===== config.mk =====
export PLATFORM = sky130hd
export DESIGN_NAME = swap_pipe
export DESIGN_NICKNAME = d
export VERILOG_FILES = /design/src/rtl/swap_pipe.sv
export SDC_FILE = /design/constraint.sdc
export NUM_CORES = 1
export LEC_CHECK = 0
export ABC_AREA = 1
export CAP_MARGIN = 20
export CORE_MARGIN = 10
export CORE_UTILIZATION = 54
export DETAILED_ROUTE_END_ITERATION = 8
export GPL_ROUTABILITY_DRIVEN = 0
export PLACE_DENSITY = 0.85
export SETUP_SLACK_MARGIN = 0.3
export SLEW_MARGIN = 15
export SYNTH_ARGS = -nofsm -noshare
export SYNTH_HDL_FRONTEND = slang
export SYNTH_SLANG_ARGS = --single-unit

===== constraint.sdc =====
create_clock -name clk -period 2.35 [get_ports clk]
set_clock_uncertainty 0.1 [all_clocks]
set_input_delay 0.235 -clock clk [delete_from_list [all_inputs] [get_ports clk]]
set_output_delay 0.235 -clock clk [all_outputs]
set_load 0.1 [all_outputs]

===== src/rtl/swap_pipe.sv =====
// rtl/swap_pipe.sv - dual-channel register pipeline with entry-time swap and saturating swap counter
// Stage 0 decides pass/swap; later stages only shift, so data is never re-swapped in flight.
module swap_pipe #(
   parameter int WIDTH = 8,
   parameter int DEPTH = 2,
   parameter int CNT_W = 8
) (
   input  logic             clk,
   input  logic             rst_n,
   input  logic [1:0]       mode_i,
   input  logic             valid_i,
   input  logic [WIDTH-1:0] a_i,
   input  logic [WIDTH-1:0] b_i,
   output logic [WIDTH-1:0] a_o,
   output logic [WIDTH-1:0] b_o,
   output logic             valid_o,
   output logic [CNT_W-1:0] swap_cnt_o
);

   typedef enum logic [1:0] {
      MODE_PASS  = 2'b00,
      MODE_SWAP  = 2'b01,
      MODE_HOLD  = 2'b10,
      MODE_CLEAR = 2'b11
   } mode_t;

   logic [WIDTH-1:0] a_q [DEPTH];
   logic [WIDTH-1:0] b_q [DEPTH];
   logic [DEPTH-1:0] v_q;
   logic [CNT_W-1:0] swap_cnt_q;
   mode_t            mode;

   assign mode = mode_t'(mode_i);

   always_ff @(posedge clk or negedge rst_n) begin
      if (!rst_n) begin
         for (int i = 0; i < DEPTH; i++) begin
            a_q[i] <= '0;
            b_q[i] <= '0;
         end
         v_q        <= '0;
         swap_cnt_q <= '0;
      end else begin
         case (mode)
            MODE_PASS, MODE_SWAP: begin
               a_q[0] <= (mode == MODE_SWAP) ? b_i : a_i;
               b_q[0] <= (mode == MODE_SWAP) ? a_i : b_i;
               v_q[0] <= valid_i;
               for (int i = 1; i < DEPTH; i++) begin
                  a_q[i] <= a_q[i-1];
                  b_q[i] <= b_q[i-1];
                  v_q[i] <= v_q[i-1];
               end
               // Saturate rather than wrap so a long run never reads as a small count.
               if (mode == MODE_SWAP && valid_i && swap_cnt_q != {CNT_W{1'b1}})
                  swap_cnt_q <= swap_cnt_q + 1'b1;
            end
            MODE_CLEAR: begin
               for (int i = 0; i < DEPTH; i++) begin
                  a_q[i] <= '0;
                  b_q[i] <= '0;
               end
               v_q        <= '0;
               swap_cnt_q <= '0;
            end
            default: begin
            end
         endcase
      end
   end

   assign a_o        = a_q[DEPTH-1];
   assign b_o        = b_q[DEPTH-1];
   assign valid_o    = v_q[DEPTH-1];
   assign swap_cnt_o = swap_cnt_q;

endmodule


==> flow_metrics.py, run 1 <==
metrics = {
    "run_status": {
        "status": "finished clean",
    },
    "die": {
        "dieArea_sq_um": 6710,
        "die_height_um": 81.9,
        "start_util": 0.561,
        "pin_count": 46,
        "row_count": 22,
        "core_sq_um": 3690,
        "die_x_um": 81.9,
    },
    "route": {
        "routed_wirelength_um": 4640,
        "drt-initial-drc-count": 138,
        "ant_nets": 0,
        "viasPerCell": 5.31,
        "vias": 1673,
        "firstDrtPassIters": 4,
        "routedWlPerCell_um": 14.7,
        "remaining_drc_errors": 0,
    },
    "synth": {
        "syn_nets": 259,
        "synth_async_sr_flop_share": 1.00,
        "synth_edf_count": 0,
        "synth_common_cells": "42 x dfrtp_1, 33 x o21ai_1, 27 x inv_1, 25 x nand2_1, 25 x nand3_1",
        "synth.area.top_cells": "dfrtp_1 51%, o21ai_1 8.0%, buf_4 6.2%, nand3_1 6.0%, o22ai_1 5.1%",
        "synth.avg_cell_area_sq_um": 8.74,
        "syn_inst": 237,
        "syn_area_sq_um": 2070,
        "synth_top_area_cell": "dfrtp_1",
        "postSynthRegisterBits": 42,
        "yosysWarnings": 0,
        "ys_types": 21,
        "yosysSeqAreaShare": 0.508,
        "synth_ff_type": "dfrtp_1",
        "synth.most_common_cell": "dfrtp_1",
        "yosysTopAreaCellShare": 0.508,
    },
    "job": {
        "maxCapViolCount": 0,
    },
    "final_layout": {
        "antenna_cells": 0,
        "stdcell_count": 315,
        "drive_above_1_share": 0.191,
        "area_delta_synth_final_pct": 18.8,
        "fin_nets": 289,
        "design_area_sq_um": 2460,
    },
    "clock_tree": {
        "cts_hold_buf": 1,
        "max-clock-path-buffers": 2,
        "insertion_delay_ns": 0.30,
        "htree_levels": 2,
        "post_cts_buffers": 0,
        "numCtsBuffers": 5,
        "cts_sinks": 42,
        "cts_resized": 0,
        "clkTransAtPathRegs_ns": 0.07,
        "cts_tree": "built",
        "cts_root_buf": "clkbuf_8",
    },
    "worst_setup_path": {
        "slowest_stage": "clkdlybuf4s50_1",
        "reg2regPathDepth": 7,
        "crit_path_end_kind": "register",
        "criticalPathCategory": "in -> reg",
        "path_max_fanout": 34,
        "path_cells": "clkdlybuf4s50_1 -> inv_2 -> nand2_2 -> o22ai_1",
        "crit_arrival_ns": 1.96,
        "crit_end": "b_q[13]$_DFFE_PN0P_",
        "startpoint": "mode_i[0]",
        "critPathMaxStageDelay_ns": 0.58,
        "crit_required_ns": 2.46,
        "rrSetupSlack_ns": 0.79,
        "r2r_end": "swap_cnt_o[2]$_DFFE_PN0P_",
        "crit_cells": 4,
        "cp-start-kind": "input pin",
        "crit_buf_inv": 2,
        "critPathTopFamily": "buffers and inverters",
        "r2r_start": "swap_cnt_o[0]$_DFFE_PN0P_",
    },
    "power_and_ir_drop": {
        "peakVddDrop_mv": 0.437,
        "power.density_nw_per_um2": 691,
        "power_leakage_nw": 1.21,
        "design_power_total_w": 0.00170,
    },
    "placement": {
        "hpwl_um": 3290,
        "dpl.cell_count": 307,
        "io_buffers": 45,
        "postPlaceCellArea_sq_um": 2370,
    },
    "global_route": {
        "grt_max_degree": 38,
        "antenna_found_initial": 0,
        "grt_usage": 0.145,
        "grt_pass1_wl_um": 7700,
        "grt_overflow_total": 0,
        "grt_pass1_vias": 1654,
    },
    "worst_hold_path": {
        "whs_path_depth": 2,
        "hold_class": "reg -> reg",
    },
    "timing": {
        "slew_headroom": 0.553,
        "rsz0062_at_grt": "no",
        "tightest_slew_ns": 0.670,
        "setup_viol": 0,
        "period_minus_slack_ns": 1.85,
        "fin_crit_sh": 0.789,
        "slew_viol_final": 0,
        "setup_tns_ns": 0,
        "finalHoldViolCount": 0,
        "fmax_mhz": 539,
        "holdWs_ns": 0.406,
    },
}
metrics by stage:
step           setup WS [ns]  utilization
6_report               0.496        0.667
5_1_grt                0.390        0.667
2_1_floorplan          0.413            -
3_5_place_dp           0.219        0.643
3_3_place_gp           0.263        0.643
4_1_cts                0.545        0.667
how the worst min path moves through the flow:
stage,from,end,slack [ns]
2_1_floorplan,rst_n,a_o[0]$_DFFE_PN0P_,-0.16
3_3_place_gp,rst_n,b_o[6]$_DFFE_PN0P_,0.21
3_5_place_dp,rst_n,b_o[6]$_DFFE_PN0P_,0.22
4_1_cts,a_q[12]$_DFFE_PN0P_,a_o[4]$_DFFE_PN0P_,0.40
5_1_grt,b_q[10]$_DFFE_PN0P_,b_o[2]$_DFFE_PN0P_,0.44
6_report,b_q[10]$_DFFE_PN0P_,b_o[2]$_DFFE_PN0P_,0.41
worst reg2reg max path, delay by kind of cell, from the launching register on:
family                   cells  cell delay, ns
flip-flops                   1            0.43
AND/OR/NAND/NOR              5            0.42
AO/OA/AOI/OAI                1            0.28
adder cells (fa/ha/maj)      1            0.24
placed cells by master, fill, tap and decap left out, drive strengths merged:
cell and n:
ha 1, o21bai 1, dlygate4sd3 1, dfrtp 42, nand4 3, o22ai 17
o21ai 34, clkdlybuf4s50 19, inv 30, nand2 29, clkinv 2, nor2 24
nand3 26, a21oi 1, clkbuf 5, xor2 2, buf 30
state kept, by name, indices dropped and copies added, names as in the netlist:
signal / flops
a_o: 8
b_q: 8
swap_cnt_o: 8
v_q: 2
b_o: 8
a_q: 8
final cells by class:
cell class              instances  area, sq um
multi-input cells             138          732
well taps                      48         60.1
fillers                       299         1230
clock buffers                   5         68.8
repair buffers                 50          423
inverters                      30          113
flip-flops and latches         42         1050
clock inverters                 2         10.0
metal layers:
| layer | wire, um | vias to the layer above | global-route usage | share of wire |
|---|---|---|---|---|
| li1 | - | 822 | - | - |
| met1 | 1980 | 789 | 0.181 | 0.43 |
| met2 | 2220 | 58 | 0.226 | 0.48 |
| met3 | 400 | 4 | 0.0590 | 0.086 |
| met4 | 34 | 0 | 0.0459 | 0.0073 |
| met5 | 0 | - | 0 | 0 |
power by group:
group | switching (W) | internal, W
registers | 0.0000281 | 0.000778
clock network | 0.000238 | 0.000199
logic | 0.000344 | 0.000111
total | 0.000610 | 0.00109
kinds of logic after synthesis:
family | share of synthesized area
XOR/XNOR | 0.00846
AND/OR/NAND/NOR | 0.194
buffers and inverters | 0.139
flip-flops | 0.508
adder cells (fa/ha/maj) | 0.00604
AO/OA/AOI/OAI | 0.145
Power figures use the tool's default switching activity.
==> run 2: changes to the inputs <==
Settings changed: CORE_UTILIZATION 54 to 50, PLACE_DENSITY 0.85 to 0.79.
Clock period 2.35 ns to 1.8 ns, I/O delays scaled along.
==> run 2 against run 1 <==
Effect of this change: critical path depth grew 3; clock power grew 110%; sequential power grew 33%; die area grew 6.0%; non-clock buffer count grew 11; worst hold slack lost 0.11 ns; sequential cell count is the same; worst setup slack lost 0.23 ns; via count grew 4.9%; routed wire length grew 11%; global-route usage shrank 0.96 points; critical path type is now reg -> reg; highest routed layer unchanged.
==> flow_metrics.py, run 2 (synthesis gave the netlist of run 1 again) <==
metrics = {
    "route": {
        "routed_wirelength_um": 5140,
        "ant_nets": 0,
        "viasPerCell": 5.33,
        "remaining_drc_errors": 0,
        "vias": 1755,
        "routedWlPerCell_um": 15.6,
        "firstDrtPassIters": 5,
        "drt-initial-drc-count": 172,
    },
    "power_and_ir_drop": {
        "peakVddDrop_mv": 0.587,
        "design_power_total_w": 0.00270,
        "power_leakage_nw": 1.37,
        "power.density_nw_per_um2": 917,
    },
    "worst_setup_path": {
        "slowest_stage": "dfrtp_4",
        "crit_arrival_ns": 1.67,
        "path_max_fanout": 5,
        "critPathMaxStageDelay_ns": 0.51,
        "cp-start-kind": "register",
        "r2r_end": "swap_cnt_o[3]$_DFFE_PN0P_",
        "r2r_start": "swap_cnt_o[1]$_DFFE_PN0P_",
        "reg2regPathDepth": 7,
        "rrSetupSlack_ns": 0.27,
        "path_cells": "ha_4 -> nand2_4 -> nor2_4 -> a21oi_4 -> buf_6 -> nand3_1 -> nand2_2",
        "crit_path_end_kind": "register",
        "criticalPathCategory": "reg -> reg",
        "crit_required_ns": 1.94,
    },
    "global_route": {
        "grt_usage": 0.136,
        "grt_pass1_vias": 1653,
        "grt_max_degree": 29,
        "grt_overflow_total": 0,
        "antenna_found_initial": 0,
        "grt_pass1_wl_um": 8130,
    },
    "die": {
        "die_x_um": 84.4,
        "start_util": 0.518,
        "pin_count": 46,
        "core_sq_um": 4000,
        "die_height_um": 84.4,
        "row_count": 23,
        "dieArea_sq_um": 7120,
    },
    "clock_tree": {
        "clkTransAtPathRegs_ns": 0.08,
        "numCtsBuffers": 5,
        "cts_tree": "built",
        "cts_sinks": 42,
        "max-clock-path-buffers": 2,
        "htree_levels": 2,
        "cts_root_buf": "clkbuf_8",
        "insertion_delay_ns": 0.30,
    },
    "final_layout": {
        "seq_area_sq_um": 1070,
        "antenna_cells": 0,
        "final_common_cell": "dfrtp_1",
        "drive_above_1_share": 0.258,
        "multi_input_area_sq_um": 754,
        "fin_nets": 300,
        "fin_util": 0.737,
        "nFillCells": 282,
        "area_delta_synth_final_pct": 42.4,
        "final_cell_mix": "34 x dfrtp_1, 33 x o21ai_1, 27 x inv_1",
    },
    "timing": {
        "finalHoldViolCount": 0,
        "setup_tns_ns": 0,
        "period_minus_slack_ns": 1.53,
        "fin_crit_sh": 0.851,
        "slew_headroom": 0.640,
        "tightest_slew_ns": 0.540,
        "setup_viol": 0,
        "fmax_mhz": 653,
        "holdWs_ns": 0.292,
        "worst_slack_ns": 0.269,
        "rsz0062_at_grt": "yes",
        "slew_viol_final": 0,
    },
    "worst_hold_path": {
        "hold_class": "in -> async",
    },
    "job": {
        "maxCapViolCount": 0,
    },
    "placement": {
        "io_buffers": 45,
        "hpwl_um": 3700,
        "pre_cts_ws_ns": 0.144,
    },
    "run_status": {
        "status": "finished clean",
    },
}
## run 2: cell count changes in the layout (fill, tap and decap cells not counted), sizes merged
cell / before / now
buf: 30 / 41
bufinv: 0 / 2
clkinv: 2 / 0
clkbuf: 5 / 6
## run 2: per-stage QoR
| step | instances | area (sq um) |
|---|---|---|
| 6_report | 329 | 2950 |
| 5_1_grt | 329 | 2950 |
| 4_1_cts | 324 | 2890 |
| 3_5_place_dp | 312 | 2720 |
| 3_3_place_gp | 312 | 2720 |
| 2_1_floorplan | 237 | 2110 |
## run 2: routing by layer
layer | routed length, um | track usage | up-vias
li1 | - | - | 849
met1 | 2120 | 0.165 | 822
met2 | 2560 | 0.217 | 75
met3 | 377 | 0.0415 | 9
met4 | 79 | 0.0584 | 0
met5 | 0 | 0 | -
## run 2: area by class of cell
cell class	count	area share
timing repair buffer	61	0.273
multi-input combinational	138	0.256
clock buffer	6	0.0280
tap	50	0.0212
sequential	42	0.363
inverter	30	0.0382
clock inverter	2	0.0204
## run 2: what timing repair did
item	in CTS	in global routing
setup buffers	3	5
hold buffers	1	0
setup endpoints to repair	7	7
pin swaps	1	7
gates resized for setup	0	5
hold endpoints to repair	21	0
## run 2: power by group
group	switching [W]	leakage, nW	internal [W]	total [W]
combinational	0.000464	0.772	0.000250	0.000714
sequential	0.0000533	0.530	0.00102	0.00107
clock	0.000327	0.0714	0.000591	0.000919
total	0.000844	1.37	0.00186	0.00270
## run 2: critical path: cells and delay by family, from the launching register on
family          cells  cell delay (ns)
simple gates        4             0.32
fa+ha+maj           1             0.18
flops               1             0.51
compound gates      1             0.22
buf+inv             1             0.13
## run 2: how the worst max path moves through the flow
stage	from	endpoint	slack (ns)
5_1_grt	swap_cnt_o[1]$_DFFE_PN0P_	swap_cnt_o[6]$_DFFE_PN0P_	0.21
4_1_cts	swap_cnt_o[1]$_DFFE_PN0P_	swap_cnt_o[7]$_DFFE_PN0P_	0.30
2_1_floorplan	swap_cnt_o[1]$_DFFE_PN0P_	swap_cnt_o[6]$_DFFE_PN0P_	0.22
3_3_place_gp	mode_i[1]	swap_cnt_o[1]$_DFFE_PN0P_	0.20
3_5_place_dp	mode_i[0]	b_q[10]$_DFFE_PN0P_	0.14
6_report	swap_cnt_o[1]$_DFFE_PN0P_	swap_cnt_o[3]$_DFFE_PN0P_	0.27
